### src/rtl/ysyx_25020037_lsu.sv
// Load/store unit sitting between EXU and WBU.
// Takes one executed instruction at a time, runs at most one AXI4-Lite-style
// read or write on the data bus, aligns/extends load data, and presents a
// single-cycle writeback pulse. Non-memory instructions retire one cycle after
// acceptance.
//
// state  | meaning
// -------+-------------------------------------------------------------
// IDLE   | waiting for an instruction from EXU (only state with in_ready)
// AR     | read address phase, m_arvalid held until m_arready
// R      | waiting for read data, m_rready high
// W      | write address and data phases, each valid drops on its handshake
// B      | waiting for write response, m_bready high
// DONE   | one-cycle wb_valid pulse, then back to IDLE
module ysyx_25020037_lsu #(
    parameter int RD_W      = 4,
    parameter int CSR_WEN_W = 6
) (
    input  logic                          clk,
    input  logic                          rst,
    input  logic                          in_valid,
    output logic                          in_ready,
    input  logic [RD_W+CSR_WEN_W+101:0]   in_bus,
    input  logic [31:0]                   in_pc,
    output logic                          wb_valid,
    output logic [RD_W+CSR_WEN_W+64:0]    wb_bus,
    output logic [31:0]                   wb_pc,
    output logic                          wb_err,
    output logic [31:0]                   m_addr,
    output logic                          m_arvalid,
    input  logic                          m_arready,
    input  logic [31:0]                   m_rdata,
    input  logic [1:0]                    m_rresp,
    input  logic                          m_rvalid,
    output logic                          m_rready,
    output logic                          m_awvalid,
    input  logic                          m_awready,
    output logic [31:0]                   m_wdata,
    output logic [3:0]                    m_wstrb,
    output logic                          m_wvalid,
    input  logic                          m_wready,
    input  logic [1:0]                    m_bresp,
    input  logic                          m_bvalid,
    output logic                          m_bready
);

    localparam int WB_W     = RD_W + CSR_WEN_W + 65;
    localparam int CW_LSB   = 96;
    localparam int WE_BIT   = CW_LSB + CSR_WEN_W;
    localparam int RD_LSB   = WE_BIT + 1;
    localparam int F3_LSB   = RD_LSB + RD_W;
    localparam int WEN_BIT  = F3_LSB + 3;
    localparam int REN_BIT  = WEN_BIT + 1;

    localparam logic [2:0] S_IDLE = 3'd0;
    localparam logic [2:0] S_AR   = 3'd1;
    localparam logic [2:0] S_R    = 3'd2;
    localparam logic [2:0] S_W    = 3'd3;
    localparam logic [2:0] S_B    = 3'd4;
    localparam logic [2:0] S_DONE = 3'd5;

    // Decoded fields of the incoming instruction
    logic                 in_ren, in_wen, in_gpr_we;
    logic [2:0]           in_f3;
    logic [RD_W-1:0]      in_rd;
    logic [CSR_WEN_W-1:0] in_csr_wen;
    logic [31:0]          in_csr_wdata, in_result, in_sdata;
    logic                 in_is_mem, in_half, in_word, in_misal;
    logic [3:0]           in_mask;

    assign in_ren       = in_bus[REN_BIT];
    assign in_wen       = in_bus[WEN_BIT];
    assign in_f3        = in_bus[F3_LSB +: 3];
    assign in_rd        = in_bus[RD_LSB +: RD_W];
    assign in_gpr_we    = in_bus[WE_BIT];
    assign in_csr_wen   = in_bus[CW_LSB +: CSR_WEN_W];
    assign in_csr_wdata = in_bus[95:64];
    assign in_result    = in_bus[63:32];
    assign in_sdata     = in_bus[31:0];

    // funct3[1:0]: 00 byte, 01 half, anything else handled as a full word
    assign in_is_mem = in_ren | in_wen;
    assign in_half   = (in_f3[1:0] == 2'b01);
    assign in_word   = in_f3[1];
    assign in_misal  = in_is_mem & ((in_half & in_result[0]) |
                                    (in_word & (in_result[1:0] != 2'b00)));
    assign in_mask   = in_word ? 4'b1111 : (in_half ? 4'b0011 : 4'b0001);

    // Registered state
    logic [2:0]           state_q, state_d;
    logic [2:0]           f3_q, f3_d;
    logic [31:0]          addr_q, addr_d;
    logic                 gpr_we_q, gpr_we_d;
    logic [RD_W-1:0]      rd_q, rd_d;
    logic [CSR_WEN_W-1:0] csr_wen_q, csr_wen_d;
    logic [31:0]          csr_wdata_q, csr_wdata_d;
    logic [31:0]          pc_q, pc_d;
    logic [31:0]          wdata_q, wdata_d;
    logic [3:0]           wstrb_q, wstrb_d;
    logic                 aw_pend_q, aw_pend_d;
    logic                 w_pend_q, w_pend_d;
    logic [WB_W-1:0]      wb_bus_q, wb_bus_d;
    logic [31:0]          wb_pc_q, wb_pc_d;
    logic                 wb_err_q, wb_err_d;

    function automatic logic [WB_W-1:0] pack_wb(
        input logic [RD_W-1:0]      rd,
        input logic [CSR_WEN_W-1:0] cw,
        input logic                 we,
        input logic [31:0]          cd,
        input logic [31:0]          gd
    );
        return {rd, cw, we, cd, gd};
    endfunction

    function automatic logic [31:0] load_extract(
        input logic [2:0]  f3,
        input logic [1:0]  lo,
        input logic [31:0] rdata
    );
        logic [31:0] sh;
        logic        sgn;
        sh  = rdata >> {lo, 3'b000};
        sgn = ~f3[2];
        if (f3[1:0] == 2'b00)
            return {{24{sh[7] & sgn}}, sh[7:0]};
        else if (f3[1:0] == 2'b01)
            return {{16{sh[15] & sgn}}, sh[15:0]};
        else
            return sh;
    endfunction

    // Next-state, field latching and writeback capture
    always_comb begin
        state_d     = state_q;
        f3_d        = f3_q;
        addr_d      = addr_q;
        gpr_we_d    = gpr_we_q;
        rd_d        = rd_q;
        csr_wen_d   = csr_wen_q;
        csr_wdata_d = csr_wdata_q;
        pc_d        = pc_q;
        wdata_d     = wdata_q;
        wstrb_d     = wstrb_q;
        aw_pend_d   = aw_pend_q;
        w_pend_d    = w_pend_q;
        wb_bus_d    = wb_bus_q;
        wb_pc_d     = wb_pc_q;
        wb_err_d    = wb_err_q;
        case (state_q)
            S_IDLE: begin
                if (in_valid) begin
                    f3_d        = in_f3;
                    addr_d      = in_result;
                    gpr_we_d    = in_gpr_we;
                    rd_d        = in_rd;
                    csr_wen_d   = in_csr_wen;
                    csr_wdata_d = in_csr_wdata;
                    pc_d        = in_pc;
                    wdata_d     = in_sdata << {in_result[1:0], 3'b000};
                    wstrb_d     = in_mask << in_result[1:0];
                    aw_pend_d   = 1'b1;
                    w_pend_d    = 1'b1;
                    if (!in_is_mem || in_misal) begin
                        // Retire immediately; a misaligned access never reaches the bus
                        state_d  = S_DONE;
                        wb_bus_d = pack_wb(in_rd, in_csr_wen, in_gpr_we & ~in_misal,
                                           in_csr_wdata, in_result);
                        wb_pc_d  = in_pc;
                        wb_err_d = in_misal;
                    end else if (in_ren) begin
                        state_d = S_AR;
                    end else begin
                        state_d = S_W;
                    end
                end
            end
            S_AR: begin
                if (m_arready) state_d = S_R;
            end
            S_R: begin
                if (m_rvalid) begin
                    state_d  = S_DONE;
                    wb_bus_d = pack_wb(rd_q, csr_wen_q, gpr_we_q, csr_wdata_q,
                                       load_extract(f3_q, addr_q[1:0], m_rdata));
                    wb_pc_d  = pc_q;
                    wb_err_d = (m_rresp != 2'b00);
                end
            end
            S_W: begin
                aw_pend_d = aw_pend_q & ~m_awready;
                w_pend_d  = w_pend_q & ~m_wready;
                if (!aw_pend_d && !w_pend_d) state_d = S_B;
            end
            S_B: begin
                if (m_bvalid) begin
                    state_d  = S_DONE;
                    wb_bus_d = pack_wb(rd_q, csr_wen_q, 1'b0, csr_wdata_q, addr_q);
                    wb_pc_d  = pc_q;
                    wb_err_d = (m_bresp != 2'b00);
                end
            end
            S_DONE: begin
                state_d = S_IDLE;
            end
            default: begin
                state_d = S_IDLE;
            end
        endcase
    end

    // State and datapath registers, cleared asynchronously
    always_ff @(posedge clk or posedge rst) begin
        if (rst) begin
            state_q     <= S_IDLE;
            f3_q        <= '0;
            addr_q      <= '0;
            gpr_we_q    <= 1'b0;
            rd_q        <= '0;
            csr_wen_q   <= '0;
            csr_wdata_q <= '0;
            pc_q        <= '0;
            wdata_q     <= '0;
            wstrb_q     <= '0;
            aw_pend_q   <= 1'b0;
            w_pend_q    <= 1'b0;
            wb_bus_q    <= '0;
            wb_pc_q     <= '0;
            wb_err_q    <= 1'b0;
        end else begin
            state_q     <= state_d;
            f3_q        <= f3_d;
            addr_q      <= addr_d;
            gpr_we_q    <= gpr_we_d;
            rd_q        <= rd_d;
            csr_wen_q   <= csr_wen_d;
            csr_wdata_q <= csr_wdata_d;
            pc_q        <= pc_d;
            wdata_q     <= wdata_d;
            wstrb_q     <= wstrb_d;
            aw_pend_q   <= aw_pend_d;
            w_pend_q    <= w_pend_d;
            wb_bus_q    <= wb_bus_d;
            wb_pc_q     <= wb_pc_d;
            wb_err_q    <= wb_err_d;
        end
    end

    assign in_ready  = (state_q == S_IDLE);
    assign wb_valid  = (state_q == S_DONE);
    assign wb_bus    = wb_bus_q;
    assign wb_pc     = wb_pc_q;
    assign wb_err    = wb_err_q;
    assign m_addr    = addr_q;
    assign m_arvalid = (state_q == S_AR);
    assign m_rready  = (state_q == S_R);
    assign m_awvalid = (state_q == S_W) & aw_pend_q;
    assign m_wvalid  = (state_q == S_W) & w_pend_q;
    assign m_wdata   = wdata_q;
    assign m_wstrb   = wstrb_q;
    assign m_bready  = (state_q == S_B);

endmodule
### config.mk
export PLATFORM = sky130hd
export DESIGN_NAME = ysyx_25020037_lsu
export DESIGN_NICKNAME = d
export VERILOG_FILES = /design/src/rtl/ysyx_25020037_lsu.sv
export SDC_FILE = /design/constraint.sdc
export NUM_CORES = 1
export LEC_CHECK = 0
export ABC_AREA = 1
export CAP_MARGIN = 25
export CORE_MARGIN = 8
export CORE_UTILIZATION = 35
export CTS_CLUSTER_SIZE = 10
export DETAILED_ROUTE_END_ITERATION = 10
export SLEW_MARGIN = 10
export SYNTH_ARGS = -nofsm -noshare
export SYNTH_HDL_FRONTEND = slang
export SYNTH_SLANG_ARGS = --single-unit
export TNS_END_PERCENT = 100
### constraint.sdc
create_clock -name clk -period 11.15 [get_ports clk]
set_input_delay 3.345 -clock clk [delete_from_list [all_inputs] [get_ports clk]]
set_output_delay 3.345 -clock clk [all_outputs]
set_load 0.005 [all_outputs]
==> metrics.txt <==
run status=finished, final reports clean; element type at the critical path start=flop; Critical Path RT=7810 ps; xor and xnor area share after synthesis=0%; CTS buffer count=34; post-cts resize count=0; most common cell after layout, fill and taps aside=sky130_fd_sc_hd__nand2_1; number of instances in the placed design=2422; Avg Cell Area, Syn=7.50 sq um; setup TNS after final layout=0 ps; count of routing violations after the opening detailed-route iteration=798; Synth area leader=sky130_fd_sc_hd__dfrtp_1; wirelength, routed=45.2 mm; Non-Filler Instances=2481; All-Layer GR Usage=20.9%; WL/cell=18.2 um; share of the synthesized area in the top cell type=51.6%; Syn-to-layout area delta=40.3%; destination of the worst hold path=wb_bus[47]; global-route wire length before repair=69.5 mm; number of placed I/O pins=371; relative contribution of the clock network to total power=20.5%; number of detailed-route iterations in the first pass=5; unrepaired setup endpoints after global routing=no; footprint of the flip-flops and latches=6480 sq um; share of synthesized cell area in and, or, nand and nor gates=27.1%; CTS Hold Buffers Added=0; layout net count=2187; fraction of the mapped netlist area in adder cells=0%; sequential power share=32.2%; clock-pin slew of the registers on the worst-case setup and hold paths=60 ps; peak supply drop=0.155 mV; cell at the slowest stage of the critical path=sky130_fd_sc_hd__clkdlybuf4s50_1; post-route minimum period=5690 ps; total of max-cap violations=0; grt ovf=0; path category of the worst min-delay check=flop to flop; area taken by multi-input logic gates=5000 sq um; number of failing hold endpoints at the final stage=0; floorplan die width=205 um; critical path fanouts, max=20; most used cells in the layout excluding fill and tap cells=644 x sky130_fd_sc_hd__nand2_1, 370 x sky130_fd_sc_hd__clkdlybuf4s50_1, 259 x sky130_fd_sc_hd__dfrtp_1, 256 x sky130_fd_sc_hd__o21ai_0, 142 x sky130_fd_sc_hd__inv_1; Critical R2R Launch=state_q[1]; Worst slew margin=37.3%; worst setup skew after layout=24.1 ps; launch instance of the worst min-delay path=wb_bus[47]; maximum count of clock buffers along a single path=3; achievable frequency=176 MHz; Finished Core Util=49.7%; worst path arrival time=2340 ps; # port buffers=370; multiplexer area fraction after synthesis=0%; CP peak stage delay=640 ps; share of the cycle needed by the critical path after routing=51.0%; clock latency of the later-clocked register in the worst-skew pair=510 ps; total number of clock tree sinks=259; Cell Pwr Density=292 nW/um^2; initial antenna violation count=7; clock tree from TritonCTS=done; top post-synthesis cells by area=sky130_fd_sc_hd__dfrtp_1 52%, sky130_fd_sc_hd__nand2_1 19%, sky130_fd_sc_hd__o21ai_0 10%, sky130_fd_sc_hd__inv_1 4.3%, sky130_fd_sc_hd__nand3_1 3.4%; number of max-slew violations in the final report=0; post-detailed-route count of antenna-violating nets=0; routed via count divided by cell count=4.82; final weighted congestion in routability-driven placement=0.876; endpoint of the worst register-to-register path=wb_bus[12]; fraction of power spent switching nets=39.6%; cell depth of the worst flop-to-flop path=11; flop-to-flop setup slack=7910 ps; sequential fraction of the synthesis area=51.6%; share of post-route cells with drive strength above 1=4.86%; startpoint-to-endpoint class of the critical path=flop to output pin; leakage power summed over all cells=8.37 nW; count of standard-cell rows=69; Distinct cells, synth=28; count of vias placed by the detailed router=12.0k; Switching Power=2.04 mW; crit path capture type=output pin; overall die height=205 um; critical path cell sequence=nor2_1 > nand2_2 > inv_2 > clkdlybuf4s50_1; Compound-Gate Fraction of Synth Area=12.6%; half-perimeter wire length after placement=32.0 mm; vias in the first global route=11.9k; number of register bits inferred by synthesis=259; combinational family with the most area after synthesis=simple AND/OR/NAND/NOR gates; combinational cell fraction of total power=47.3%; floorplan core area=35500 sq um; starting density of the core=35.4%; Cells on Worst Hold Path=2; pin slew with the least headroom to its limit=941 ps; maximum number of pins on one net before global-route repair=122; Synth Instances=1676; total setup violations reported at the end of the flow=0; post-synthesis cell area=12600 sq um; P_int=3.11 mW; CTS root buffer=sky130_fd_sc_hd__clkbuf_16; number of H-tree levels=2; number of filler cells placed in the layout=3461; DRC errors left=0; synth warn=0; Post-CTS Setup Repair Bufs=0; full die area=42200 sq um; Net Count, Synth=1864
==> worst max-delay path: cells and delay by family (launching register included) <==
kind                   cells  cell delay [ps]
buffers and inverters      2             1050
flip-flops                 1              440
AND/OR/NAND/NOR            2              340
==> cells in the mapped netlist (all sizes together) <==
master	number
or2	6
nor3	4
o211ai	8
dfrtp	259
o22ai	3
nand3	88
nand2	651
nor2	103
clkinv	1
o221ai	1
a31oi	8
clkbuf	41
inv	153
o31ai	3
buf	61
nand4	1
a21oi	19
o21ai	266
==> per-layer routing <==
| layer | routed length, um | GRT usage (%) |
|---|---|---|
| met1 | 19700 | 27.5 |
| met5 | 35 | 0 |
| met4 | 598 | 4.06 |
| met2 | 20800 | 33.4 |
| met3 | 4110 | 7.04 |
==> logic make-up (layout without fill, tap and decap cells) <==
| group | count (synthesis) | in the layout |
|---|---|---|
| AOI/OAI and AO/OA | 308 | 308 |
| buffers and inverters | 256 | 595 |
| DFF | 259 | 259 |
| other | 0 | 5 |
| and+or+nand+nor | 853 | 853 |
==> registers in the layout, indices dropped and copies added, names as in the netlist <==
| name | count |
|---|---|
| csr_wen_q | 6 |
| wb_pc | 32 |
| csr_wdata_q | 32 |
| m_wdata | 32 |
| aw_pend_q | 1 |
| w_pend_q | 1 |
| m_wstrb | 4 |
| gpr_we_q | 1 |
| state_q | 3 |
| wb_err | 1 |
| m_addr | 32 |
| rd_q | 4 |
| pc_q | 32 |
| wb_bus | 75 |
| f3_q | 3 |
==> worst max-delay path by stage <==
stage          slack, ps       start        end
6_report            5460  state_q[2]   m_rready
3_3_place_gp        4960  in_bus[32]  wb_bus[0]
3_5_place_dp        5090  in_bus[32]  wb_bus[9]
2_1_floorplan        680         rst  aw_pend_q
5_1_grt             5320  state_q[2]   m_rready
4_1_cts             5420  state_q[2]   m_rready
==> area by class of cell <==
type / instances / share of cell area [%]
Sequential cell: 259 / 36.8
Multi-Input combinational cell: 1161 / 28.4
Timing Repair Buffer: 389 / 22.2
Clock buffer: 47 / 5.75
Inverter: 154 / 3.34
Tap cell: 461 / 3.27
Clock inverter: 5 / 0.284
Antenna cell: 5 / 0.0710
==> power by group through the flow <==
stage / Sequential, mW / Combinational (mW) / Clock (mW)
after floorplan: 1.64 / 1.35 / 0
after global placement: 1.67 / 2.41 / 0
after detailed placement: 1.67 / 2.47 / 0
after CTS: 1.66 / 2.48 / 1.08
after global routing: 1.72 / 2.75 / 1.12
final: 1.66 / 2.44 / 1.05
==> through the flow <==
step	cell area (sq um)	setup slack, ps	power (mW)	hold slack [ps]
global route	17600	5320	5.59	504
floorplan	12600	678	2.99	453
CTS	17600	5420	5.23	479
detailed placement	16500	5090	4.13	465
global placement	16500	4960	4.07	461
finish	17600	5460	5.15	476
No activity file was read; power rests on OpenSTA's default activity.
